--- config.mk ---
export PLATFORM = sky130hd
export DESIGN_NAME = nes_pad_scheduler
export DESIGN_NICKNAME = d
export VERILOG_FILES = /design/src/rtl/nes_pad_scheduler.sv
export SDC_FILE = /design/constraint.sdc
export NUM_CORES = 1
export LEC_CHECK = 0
export ABC_AREA = 1
export BUFFER_PORTS_ARGS = -buffer_cell sky130_fd_sc_hd__buf_2
export CAP_MARGIN = 20
export CORE_UTILIZATION = 35
export DETAILED_ROUTE_END_ITERATION = 12
export GPL_ROUTABILITY_DRIVEN = 0
export GPL_TIMING_DRIVEN = 0
export PLACE_DENSITY = 0.57
export SLEW_MARGIN = 30
export SYNTH_ARGS = -nofsm -noshare
export SYNTH_HDL_FRONTEND = slang
export SYNTH_SLANG_ARGS = --single-unit
--- constraint.sdc ---
create_clock -name i_clk -period 2.1 [get_ports i_clk]
set_input_delay 0.21 -clock i_clk [delete_from_list [all_inputs] [get_ports i_clk]]
set_output_delay 0.21 -clock i_clk [all_outputs]
set_load 0.01 [all_outputs]
--- src/rtl/nes_pad_scheduler.sv ---
// Polls two NES controllers over a shared latch/clock pair, on a free-running
// timer or an external request, and publishes both button bytes atomically.
module nes_pad_scheduler #(
   parameter int POLL_DIV = 225000,
   parameter int HALF     = 162
) (
   input  logic       i_clk,
   input  logic       i_rst,
   input  logic       i_enable,
   input  logic       i_poll_req,
   output logic       o_pad_latch,
   output logic       o_pad_clk,
   input  logic       i_pad_data0,
   input  logic       i_pad_data1,
   output logic [7:0] o_pad0,
   output logic [7:0] o_pad1,
   output logic       o_valid,
   output logic       o_busy
);
   localparam int TW = (POLL_DIV > 1) ? $clog2(POLL_DIV) : 1;
   localparam logic [TW-1:0] T_LAST = TW'(POLL_DIV - 1);
   localparam logic [12:0]   H_LAST = 13'(HALF - 1);
   localparam logic [12:0]   L_LAST = 13'(2 * HALF - 1);

   typedef enum logic [2:0] {IDLE, LATCH, FIRST, CLK_LO, CLK_HI, DONE} state_t;

   state_t        state;
   logic [TW-1:0] timer;
   logic [12:0]   cnt;
   logic [2:0]    bit_idx;
   logic          pending;
   logic          meta0, sync0, meta1, sync1;
   logic [7:0]    shift0, shift1;
   logic          expire, trig;

   // Pad lines are asynchronous to i_clk; idle level is high (released).
   always_ff @(posedge i_clk or negedge i_rst) begin
      if (!i_rst) begin
         meta0 <= 1'b1;
         sync0 <= 1'b1;
         meta1 <= 1'b1;
         sync1 <= 1'b1;
      end else begin
         meta0 <= i_pad_data0;
         sync0 <= meta0;
         meta1 <= i_pad_data1;
         sync1 <= meta1;
      end
   end

   always_ff @(posedge i_clk or negedge i_rst) begin
      if (!i_rst)
         timer <= '0;
      else if (!i_enable || timer == T_LAST)
         timer <= '0;
      else
         timer <= timer + 1'b1;
   end

   assign expire = i_enable && (timer == T_LAST);
   assign trig   = expire || (i_enable && i_poll_req);

   always_ff @(posedge i_clk or negedge i_rst) begin
      if (!i_rst) begin
         state       <= IDLE;
         cnt         <= '0;
         bit_idx     <= '0;
         pending     <= 1'b0;
         shift0      <= '0;
         shift1      <= '0;
         o_pad0      <= '0;
         o_pad1      <= '0;
         o_valid     <= 1'b0;
         o_busy      <= 1'b0;
         o_pad_latch <= 1'b0;
         o_pad_clk   <= 1'b1;
      end else begin
         o_valid <= 1'b0;
         // One-deep request memory; dropping enable forgets it.
         if (!i_enable)
            pending <= 1'b0;
         else if (trig && state != IDLE)
            pending <= 1'b1;

         case (state)
            IDLE: begin
               if (trig || (pending && i_enable)) begin
                  state       <= LATCH;
                  cnt         <= '0;
                  pending     <= 1'b0;
                  o_pad_latch <= 1'b1;
                  o_busy      <= 1'b1;
               end
            end
            LATCH: begin
               if (cnt == L_LAST) begin
                  state       <= FIRST;
                  cnt         <= '0;
                  o_pad_latch <= 1'b0;
               end else
                  cnt <= cnt + 13'd1;
            end
            FIRST: begin
               if (cnt == H_LAST) begin
                  shift0    <= {~sync0, shift0[7:1]};
                  shift1    <= {~sync1, shift1[7:1]};
                  bit_idx   <= 3'd1;
                  state     <= CLK_LO;
                  cnt       <= '0;
                  o_pad_clk <= 1'b0;
               end else
                  cnt <= cnt + 13'd1;
            end
            CLK_LO: begin
               if (cnt == H_LAST) begin
                  state     <= CLK_HI;
                  cnt       <= '0;
                  o_pad_clk <= 1'b1;
               end else
                  cnt <= cnt + 13'd1;
            end
            CLK_HI: begin
               if (cnt == H_LAST) begin
                  shift0 <= {~sync0, shift0[7:1]};
                  shift1 <= {~sync1, shift1[7:1]};
                  cnt    <= '0;
                  if (bit_idx == 3'd7) begin
                     // Publish with the final bit folded in so o_valid and data align.
                     o_pad0  <= {~sync0, shift0[7:1]};
                     o_pad1  <= {~sync1, shift1[7:1]};
                     o_valid <= 1'b1;
                     state   <= DONE;
                  end else begin
                     bit_idx   <= bit_idx + 3'd1;
                     state     <= CLK_LO;
                     o_pad_clk <= 1'b0;
                  end
               end else
                  cnt <= cnt + 13'd1;
            end
            DONE: begin
               state  <= IDLE;
               o_busy <= 1'b0;
            end
            default: begin
               state       <= IDLE;
               o_busy      <= 1'b0;
               o_pad_latch <= 1'b0;
               o_pad_clk   <= 1'b1;
            end
         endcase
      end
   end
endmodule

## Yosys cells after proc, flatten, opt, wreduce, memory -nomap -nowiden

Index checks and enable logic that the tools add are counted.

- Multiplexer cells: 32
- Add/sub/neg operators: 3
- Equal/unequal tests: 15
- Reductions and logical operators: 25
- Bitwise operators: 5

Operator list:

| kind | number |
|---|---|
| $mux W13 | 3 |
| $pmux W13 S3 | 1 |
| $mux W3 | 9 |
| $add A18 B1 Y18 const B | 1 |
| $eq A18 B18 Y1 const B | 1 |
| $mux W18 | 1 |
| $pmux W3 S5 | 1 |
| $add A13 B1 Y13 const B | 1 |
| $eq A13 B8 Y1 const B | 1 |
| $eq A13 B9 Y1 const B | 1 |
| $mux W1 | 13 |
| $ne A2 B2 Y1 const B | 6 |
| $reduce_and A5 Y1 | 2 |
| $eq A3 B3 Y1 const B | 3 |
| $reduce_or A4 Y1 | 2 |
| $eq A3 B2 Y1 const B | 2 |
| $pmux W3 S2 | 1 |
| $reduce_and A2 Y1 | 3 |
| $reduce_and A3 Y1 | 2 |
| $reduce_bool A3 Y1 | 2 |
| $reduce_or A3 Y1 | 2 |
| $not A1 Y1 | 5 |
| $logic_and A1 B1 Y1 | 4 |
| $pmux W1 S4 | 1 |
| other kinds (10) | 12 |

- Register bits: 78
- Logic and storage cells: 97

## Logic depth before layout (Yosys ltp)

Gate-level depths: netlist of the first run.

- Depth after elaboration: 8
- Mapped depth: 13
- Mapped depth without buffers: 12

## Worst setup path after synthesis of the first run

No wires, ideal clock.

- Kind: reg-to-reg
- Start: register timer[0]
- End: register cnt[10]
- Library setup time: 120 ps
- Slack: 505 ps
- Data arrival time: 1474 ps
- Stages on the path, launching flop included: 14
- Path through: dfrtp_1 -> ha_1 -> nand2_1 -> inv_1 -> nand2_1 -> nor2_1 -> nand3_1 -> nand2_1 -> nand2_1 -> nand2_2 -> nand2_2 -> buf_6 -> nand2_1 -> nand2_1

- Longest elaborated chain between the ends: 6

Ends and longest elaborated chain:

| element | line | source |
|---|---|---|
| start, declared | 28 | `logic [TW-1:0] timer;` |
| start signal, assigned | 57 | `timer <= timer + 1'b1;` |
| $eq A18 B18 Y1 | 60 | `assign expire = i_enable && (timer == T_LAST);` |
| $logic_and A1 B1 Y1 | 60 |  |
| $logic_or A1 B1 Y1 | 61 | `assign trig = expire \|\| (i_enable && i_poll_req);` |
| $logic_or A1 B1 Y1 | 87 | `if (trig \|\| (pending && i_enable)) begin` |
| $ne A2 B2 Y1 (no source line) | - |  |
| $reduce_and A2 Y1 (no source line) | - |  |
| end signal, assigned | 101 | `cnt <= cnt + 13'd1;` |
| end signal, assigned | 112 | `cnt <= cnt + 13'd1;` |
| end signal, assigned | 120 | `cnt <= cnt + 13'd1;` |
| end, declared | 29 | `logic [12:0] cnt;` |

No other way between the ends.
A chain may end at the register's enable or synchronous reset.

## Worst setup path in the final report of the first run

- Start: register timer[0]
- End: register cnt[4]

Same word-level chain as after synthesis.

==> results of run 1 <==
==> metrics by stage <==
| stage | worst slack [ps] | power, mW | area (um^2) | utilization, % |
|---|---|---|---|---|
| floorplan | 505 | 2.84 | 3730 | - |
| global placement | 250 | 3.18 | 4030 | 39.0 |
| detailed placement | 229 | 3.21 | 4060 | 39.3 |
| CTS | 207 | 4.48 | 4310 | 41.7 |
| global route | 25.0 | 4.79 | 4310 | 41.7 |
| finish | 214 | 4.41 | 4310 | 41.7 |
==> power groups by stage <==
| stage | Combinational (mW) | Sequential, mW | Clock [mW] |
|---|---|---|---|
| detailed placement | 1.35 | 1.85 | 0 |
| floorplan | 1.03 | 1.81 | 0 |
| global route | 1.58 | 1.86 | 1.35 |
| global placement | 1.33 | 1.85 | 0 |
| finish | 1.34 | 1.83 | 1.24 |
| CTS | 1.37 | 1.83 | 1.29 |
==> registers in the layout, indices dropped and copies added, names as in the netlist <==
signal       cells
o_pad_clk        1
meta0            1
sync1            1
o_busy           1
sync0            1
cnt             13
o_pad_latch      1
shift0           7
o_pad0           8
o_pad1           8
bit_idx          3
meta1            1
shift1           7
state            3
pending          1
timer           18
o_valid          1
==> layer usage <==
metal,up-vias,global-route usage (%)
met5,-,0
met4,0,5.03
met3,6,4.82
met2,40,23.7
met1,1367,19.9
li1,1551,-
==> Yosys cell counts, types with 2 or more instances <==
| master | n | area, um^2 |
|---|---|---|
| sky130_fd_sc_hd__or2_2 | 2 | 12.5 |
| sky130_fd_sc_hd__dfrtp_1 | 71 | 1780 |
| sky130_fd_sc_hd__dfstp_2 | 5 | 131 |
| sky130_fd_sc_hd__a21oi_1 | 13 | 65.1 |
| sky130_fd_sc_hd__nor3_1 | 15 | 75.1 |
| sky130_fd_sc_hd__nand2_2 | 6 | 37.5 |
| sky130_fd_sc_hd__inv_1 | 55 | 206 |
| sky130_fd_sc_hd__nor4_1 | 3 | 18.8 |
| sky130_fd_sc_hd__nand3_1 | 26 | 130 |
| sky130_fd_sc_hd__nand2_1 | 130 | 488 |
| sky130_fd_sc_hd__o21ai_2 | 7 | 61.3 |
| sky130_fd_sc_hd__nand4_1 | 8 | 50.1 |
| sky130_fd_sc_hd__xor2_1 | 8 | 70.1 |
| sky130_fd_sc_hd__o21ai_1 | 14 | 70.1 |
| sky130_fd_sc_hd__buf_2 | 4 | 20.0 |
| sky130_fd_sc_hd__nor2_4 | 3 | 33.8 |
| sky130_fd_sc_hd__nor2_1 | 49 | 184 |
| sky130_fd_sc_hd__buf_6 | 4 | 45.0 |
| sky130_fd_sc_hd__ha_1 | 5 | 62.6 |
| sky130_fd_sc_hd__o21ai_0 | 19 | 95.1 |
| sky130_fd_sc_hd__inv_2 | 4 | 15.0 |
| sky130_fd_sc_hd__o21a_1 | 2 | 15.0 |
==> layout make-up <==
type	count	area, um^2	share of cell area, %
flip-flops and latches	76	1910	44.3
multi-input cells	318	1530	35.6
inverters	59	221	5.14
repair buffers	29	185	4.30
well taps	136	170	3.95
clock buffers	12	145	3.37
clock inverters	4	73.8	1.71
plain buffers	9	72.6	1.68
==> cells by family after synthesis <==
group | synth area share [%]
AOI/OAI and AO/OA | 8.79
xor gates and xnor gates | 2.11
adders and majority gates | 1.68
buffers and inverters | 7.88
DFF | 51.1
and+or+nand+nor | 28.4
==> worst max-delay path, stage by stage (launching register included) <==
cell and delay (ps):
sky130_fd_sc_hd__dfrtp_1 460, sky130_fd_sc_hd__ha_1 200, sky130_fd_sc_hd__nand2_1 60, sky130_fd_sc_hd__inv_1 90, sky130_fd_sc_hd__nand2_1 60, sky130_fd_sc_hd__nor2_1 100
sky130_fd_sc_hd__nand3_1 120, sky130_fd_sc_hd__nand2_1 110, sky130_fd_sc_hd__nand2_1 80, sky130_fd_sc_hd__nand2_2 130, sky130_fd_sc_hd__nand2_2 100, sky130_fd_sc_hd__buf_6 160
sky130_fd_sc_hd__nand2_1 50, sky130_fd_sc_hd__nand2_1 40
==> how the worst max path moves through the flow <==
stage                     slack [ps]      end  cells past startpoint  startpoint
after floorplan                  510  cnt[10]                     13    timer[0]
after global placement           250   cnt[8]                     13    timer[0]
after detailed placement         230   cnt[8]                     13    timer[0]
after CTS                        210   cnt[8]                     13    timer[0]
after global routing              20   cnt[6]                     13    timer[0]
final                            210   cnt[4]                     13    timer[0]
==> what timing repair did <==
action	4_1_cts	5_1_grt
setup buffers	0	0
setup endpoints to repair	0	1
endpoints found under the hold margin	32	0
gates resized for setup	0	1
hold buffers	3	0
==> flow_summary.rst, run 1 <==
.. list-table::
   :header-rows: 1

   * - Metric
     - Value
   * - Setup crit end kind
     - flop
   * - Sum of net half-perimeters after detailed placement
     - between 5000 and 6000 um
   * - Net Switching
     - 1.60 mW
   * - Worst-case vdd ir drop
     - 387 uV
   * - Count of buffers inserted at the top-level ports
     - 25
   * - Net switching share of the total power
     - 36.2%
   * - Total of fill cells in the finished design
     - between 1000 and 1500
   * - Post-route met1 wirelength
     - 3800 um
   * - Relative slew margins
     - approximately 68%
   * - Fmax
     - 530 MHz
   * - Clock edge transition at the registers on the reported setup and hold paths
     - 80 ps
   * - Setup TNS
     - 0 ps
   * - Htree depth
     - 3
   * - Final critical-path share of the clock period
     - 89.8%
   * - Type of the most critical hold path
     - input pin to flop
   * - Number of violations of the max-capacitance limit
     - 0
   * - Maximum net fanout on the critical path
     - 10
   * - Average size of a mapped cell
     - 8.08 um^2
   * - Most frequent cells in the layout
     - sky130_fd_sc_hd__nand2_1, sky130_fd_sc_hd__dfrtp_1, sky130_fd_sc_hd__inv_1
   * - Die area
     - 11100 um^2
   * - R2r setup slk
     - 210 ps
   * - Critical path launch point type
     - flop
   * - CTS buffer count
     - 9
   * - Unique masters post-synth
     - 31
   * - FFs w/ async S/R, synth
     - 100%
   * - Pin count of the biggest net entering global routing
     - between 40 and 50
   * - Cell Count, Final, Fillers Out
     - ~640
   * - Cell area after technology mapping
     - 3730 um^2
   * - Max Root-Sink Buffers
     - 2
   * - Area grow syn2layout
     - 15.5%
   * - Final antenna-violating net count
     - 0
   * - Capture point of the worst reg-to-reg path
     - cnt[4]
   * - Clk Latency, worst-skew pair
     - 340 ps
   * - Worst-case hold path end point
     - pending
   * - Setup skew after layout
     - 9.12 ps
   * - Transition at the pin with the smallest max-transition slack
     - just under 500 ps
   * - Launch instance of the worst min-delay path
     - i_enable
   * - Number of global-route vias before repair
     - about 2800
   * - Total DRC errors in the routed layout
     - 0
   * - Worst endpoint data arrival time
     - approximately 2100 ps
   * - Total Nets Final
     - 513
   * - Post-Route Hold Slack
     - around 150 ps
   * - Commonest non-fill, non-tap cell in the layout
     - sky130_fd_sc_hd__nand2_1
   * - TritonCTS clock tree
     - yes
   * - Category of the critical setup timing path
     - flop to flop
   * - Source of the worst register-to-register timing path
     - timer[0]
   * - Global route total overflow
     - 0
   * - Total length of routed met3 wires
     - around 220 um
   * - Total Routing Usage GR
     - 15.2%
   * - Io pins
     - 26
   * - Die Wd
     - 105 um
   * - Number of antenna violations at the first check in global routing
     - 0
   * - Highest metal layer with signal wires
     - met4
   * - Number of failing setup endpoints in the final timing report
     - 0
   * - Die boundary height
     - 105 um
   * - Count of synthesis-stage warnings from yosys
     - 0
   * - Wirelength, routed
     - 7590 um
   * - Average wire per standard cell
     - approximately 12 um
   * - Vias after detailed routing
     - just under 3000
   * - Clk sinks
     - 76
   * - Number of nets in the synthesized netlist
     - 473
   * - Run status
     - finished clean
   * - Hold violation total from the final report
     - 0
   * - Slew Limit Fails
     - 0
   * - Main flop type after synthesis
     - sky130_fd_sc_hd__dfrtp_1
   * - DP Cell Count
     - 624
   * - Combinational power share
     - 30.4%
   * - Routed length on met2
     - 3500 um
   * - First-pass GRT wire length
     - between 10000 and 15000 um
   * - Part of the Yosys area used for sequential elements
     - 51.1%
   * - Endpoint required time on the critical path
     - 2330 ps
   * - Count of flip-flops with a built-in enable after synthesis
     - 0
   * - Leakage power total
     - 2.11 nW
   * - Avg Vias per Cell
     - 4.61
   * - Pre-antenna DRT Iters
     - 4
   * - Area of the core
     - between 10000 and 15000 um^2
   * - Post-layout min period
     - 1890 ps
   * - Worst hold stages
     - 3
   * - Iter 0 DRT Violations
     - 131
   * - Sequential group share of total power
     - slightly above 40%
   * - Starting density of the core
     - 36.1%
   * - Synthesized instance count
     - 462
   * - Number of antenna cells inserted
     - 0
   * - Total number of placement rows
     - 37
   * - Library cell used as clock root buffer
     - sky130_fd_sc_hd__clkbuf_8
   * - Number of synthesized register bits
     - 76
   * - Share of power burned in the clock network
     - around 28%
   * - Reg2Reg Depth
     - 13
   * - Pwr Density
     - 1020 nW/um^2
   * - Fraction of final layout cells with drive strength greater than 1
     - approximately 16%
   * - Power Internal
     - ~2.8 mW
   * - Setup repair after global routing missed its margin
     - false
Power figures use the tool's default switching activity.
==> run 2: changes to the inputs <==
Settings changed: CORE_UTILIZATION 35 to 54, PLACE_DENSITY 0.57 to 0.79.
==> run 2 against run 1 <==
Final cell count decreased by 9.2%. Global-route usage is 6.9 points higher. Wire length shrank 6.5%. Critical path depth unchanged. Register-to-register slack gained 20 ps. Die area decreased by 35%. Setup slack gained 23 ps. Critical endpoint is now cnt[11].
==> flow_summary.rst, run 2 (synthesis results as in run 1) <==
.. list-table::
   :header-rows: 1

   * - Metric
     - Value
   * - Run status
     - finished clean
   * - Critical path depth in cells
     - 13
   * - Average wire per standard cell
     - 12.1 um
   * - Fraction of final layout cells with drive strength greater than 1
     - 15.6%
   * - Post-layout min period
     - 1860 ps
   * - Worst-case vdd ir drop
     - 523 uV
   * - Max Root-Sink Buffers
     - 2
   * - WP buf/inv
     - 2
   * - Most frequent cells in the layout
     - sky130_fd_sc_hd__nand2_1, sky130_fd_sc_hd__dfrtp_1, sky130_fd_sc_hd__inv_1
   * - Relative slew margins
     - 69.6%
   * - Pin count of the biggest net entering global routing
     - 47
   * - Total DRC errors in the routed layout
     - 0
   * - Global route total overflow
     - 0
   * - Clock edge transition at the registers on the reported setup and hold paths
     - about 80 ps
   * - Setup TNS
     - 0 ps
   * - Setup fix buffers added after clock tree synthesis
     - 0
   * - Library cell used as clock root buffer
     - sky130_fd_sc_hd__clkbuf_8
   * - Area of the core
     - approximately 6500 um^2
   * - Most repeated library cell on the critical path
     - sky130_fd_sc_hd__nand2_1
   * - Final critical-path share of the clock period
     - 88.7%
   * - Vias after detailed routing
     - 3030
   * - CP top delay family
     - simple AND/OR/NAND/NOR gates
   * - Htree depth
     - 3
   * - Number of antenna violations at the first check in global routing
     - 0
   * - Max FFs per register
     - 18
   * - Clk Latency, worst-skew pair
     - 350 ps
   * - Category of the critical setup timing path
     - flop to flop
   * - Post-layout worst setup margin
     - between 200 and 250 ps
   * - Total Nets Final
     - 513
   * - Total Routing Usage GR
     - 22.1%
   * - Fmax
     - 537 MHz
   * - Transition at the pin with the smallest max-transition slack
     - 455 ps
   * - Avg Vias per Cell
     - 5.19
   * - Die area
     - between 7000 and 8000 um^2
   * - Commonest non-fill, non-tap cell in the layout
     - sky130_fd_sc_hd__nand2_1
   * - Wirelength, routed
     - between 7000 and 8000 um
   * - Worst setup endpoint
     - cnt[11]
   * - Number of antenna cells inserted
     - 0
   * - Endpoint required time on the critical path
     - 2340 ps
   * - Worst-case setup slack after placement
     - ~240 ps
   * - Number of global-route vias before repair
     - 2868
   * - R2r setup slk
     - ~240 ps
   * - Gr busiest metal
     - met2
   * - Sum of net half-perimeters after detailed placement
     - a little over 5000 um
   * - Critical path launch point type
     - flop
   * - Starting density of the core
     - between 50% and 60%
   * - Global-route met1 utilization
     - 28.7%
   * - Slew Limit Fails
     - 0
   * - Type of the most critical hold path
     - input pin to flop
   * - Utilization after layout
     - 65.1%
   * - Setup repair after global routing missed its margin
     - false
   * - Final antenna-violating net count
     - 0
   * - Capture point of the worst reg-to-reg path
     - cnt[11]
   * - Source of the worst register-to-register timing path
     - timer[0]
   * - Leakage power total
     - 2.11 nW
   * - Launch instance of the worst min-delay path
     - i_enable
   * - Total of fill cells in the finished design
     - 533
   * - Pwr Density
     - 1040 nW/um^2
   * - Number of failing setup endpoints in the final timing report
     - 0
   * - Launch point of the critical path
     - timer[0]
   * - Setup skew after layout
     - around 10 ps
   * - TritonCTS clock tree
     - yes
   * - Setup crit end kind
     - flop
   * - Total number of placement rows
     - 29
   * - First-pass GRT wire length
     - 12600 um
   * - Worst endpoint data arrival time
     - 2110 ps
   * - Sum of internal, switching and leakage power
     - 4.39 mW
   * - Die boundary height
     - 85.1 um
   * - Area grow syn2layout
     - 13.3%
   * - Die Wd
     - 85.1 um
   * - Met2 Usage GRT
     - 36.4%
   * - Clk sinks
     - 76
   * - Worst-path cell with the longest stage delay
     - sky130_fd_sc_hd__dfrtp_1
   * - Io pins
     - 26
   * - Longest individual stage delay on the worst path
     - 460 ps
   * - Number of violations of the max-capacitance limit
     - 0
   * - Count of buffers inserted at the top-level ports
     - 25
   * - Pre-antenna DRT Iters
     - 4
   * - Hold violation total from the final report
     - 0
   * - Post-Route Hold Slack
     - 136 ps
   * - CTS buffer count
     - 9
   * - Iter 0 DRT Violations
     - between 150 and 200
   * - Met3 Usage GRT
     - 5.84%
   * - Sequence of cells on the critical path
     - ha_1 -> nand2_1 -> inv_1 -> nand2_1 -> nor2_1 -> nand3_1 -> nand2_1 -> nand2_1 -> nand2_2 -> nand2_2 -> buf_6 -> nand2_1 -> nand2_1
   * - Leading registers by flop count
     - timer: 18 flops, cnt: 13 flops
   * - Reg2Reg Depth
     - 13
   * - Maximum net fanout on the critical path
     - 10
   * - Largest register by flop count
     - timer
==> run 2: cell count changes in the layout (fill, tap and decap cells not counted), sizes merged <==
cell    change
clkinv      +1
inv         +1
clkbuf      -2
==> run 2: tightest hold or removal path: stages <==
cell and delay, ps:
sky130_fd_sc_hd__buf_2 110, sky130_fd_sc_hd__nand2_1 90, sky130_fd_sc_hd__nor2_1 40
==> run 2: timing repair <==
item                      CTS  global route
resized for setup           0             0
hold buffers                3             0
hold endpoints to repair   32             0
==> run 2: report_power, final <==
part,internal [mW],switching (mW),total (mW)
clock network,0.671,0.536,1.21
logic,0.471,0.886,1.36
registers,1.64,0.190,1.83
total,2.78,1.61,4.39
==> run 2: stage by stage <==
step / instances / area [um^2]
global route: 584 / 4230
detailed placement: 565 / 3980
global placement: 564 / 3950
CTS: 584 / 4230
finish: 584 / 4230
floorplan: 462 / 3730
==> run 2: how the worst min path moves through the flow <==
| stage | endpoint | slack, ps | cells after the start |
|---|---|---|---|
| 6_report | pending | 140 | 3 |
| 5_1_grt | pending | 160 | 3 |
| 4_1_cts | pending | 130 | 3 |
| 3_5_place_dp | cnt[6] | 180 | 1 |
| 3_3_place_gp | meta1 | 320 | 1 |
| 2_1_floorplan | bit_idx[0] | -90 | 0 |
==> run 2: routing by layer <==
metal  up-vias  part of all wire, %
met5         -                    0
met2        71                   48
li1       1559                    -
met3        12                  4.3
met4         0                  1.6
met1      1388                   46
==> run 2: cell type report <==
| cell class | count | area, um^2 | share of cell area [%] |
|---|---|---|---|
| Buffer | 9 | 72.6 | 1.72 |
| Clock buffer | 10 | 128 | 3.02 |
| Clock inverter | 6 | 87.6 | 2.07 |
| Inverter | 59 | 221 | 5.24 |
| Multi-Input combinational cell | 318 | 1530 | 36.2 |
| Sequential cell | 76 | 1910 | 45.1 |
| Tap cell | 77 | 96.3 | 2.28 |
| Timing Repair Buffer | 29 | 185 | 4.38 |
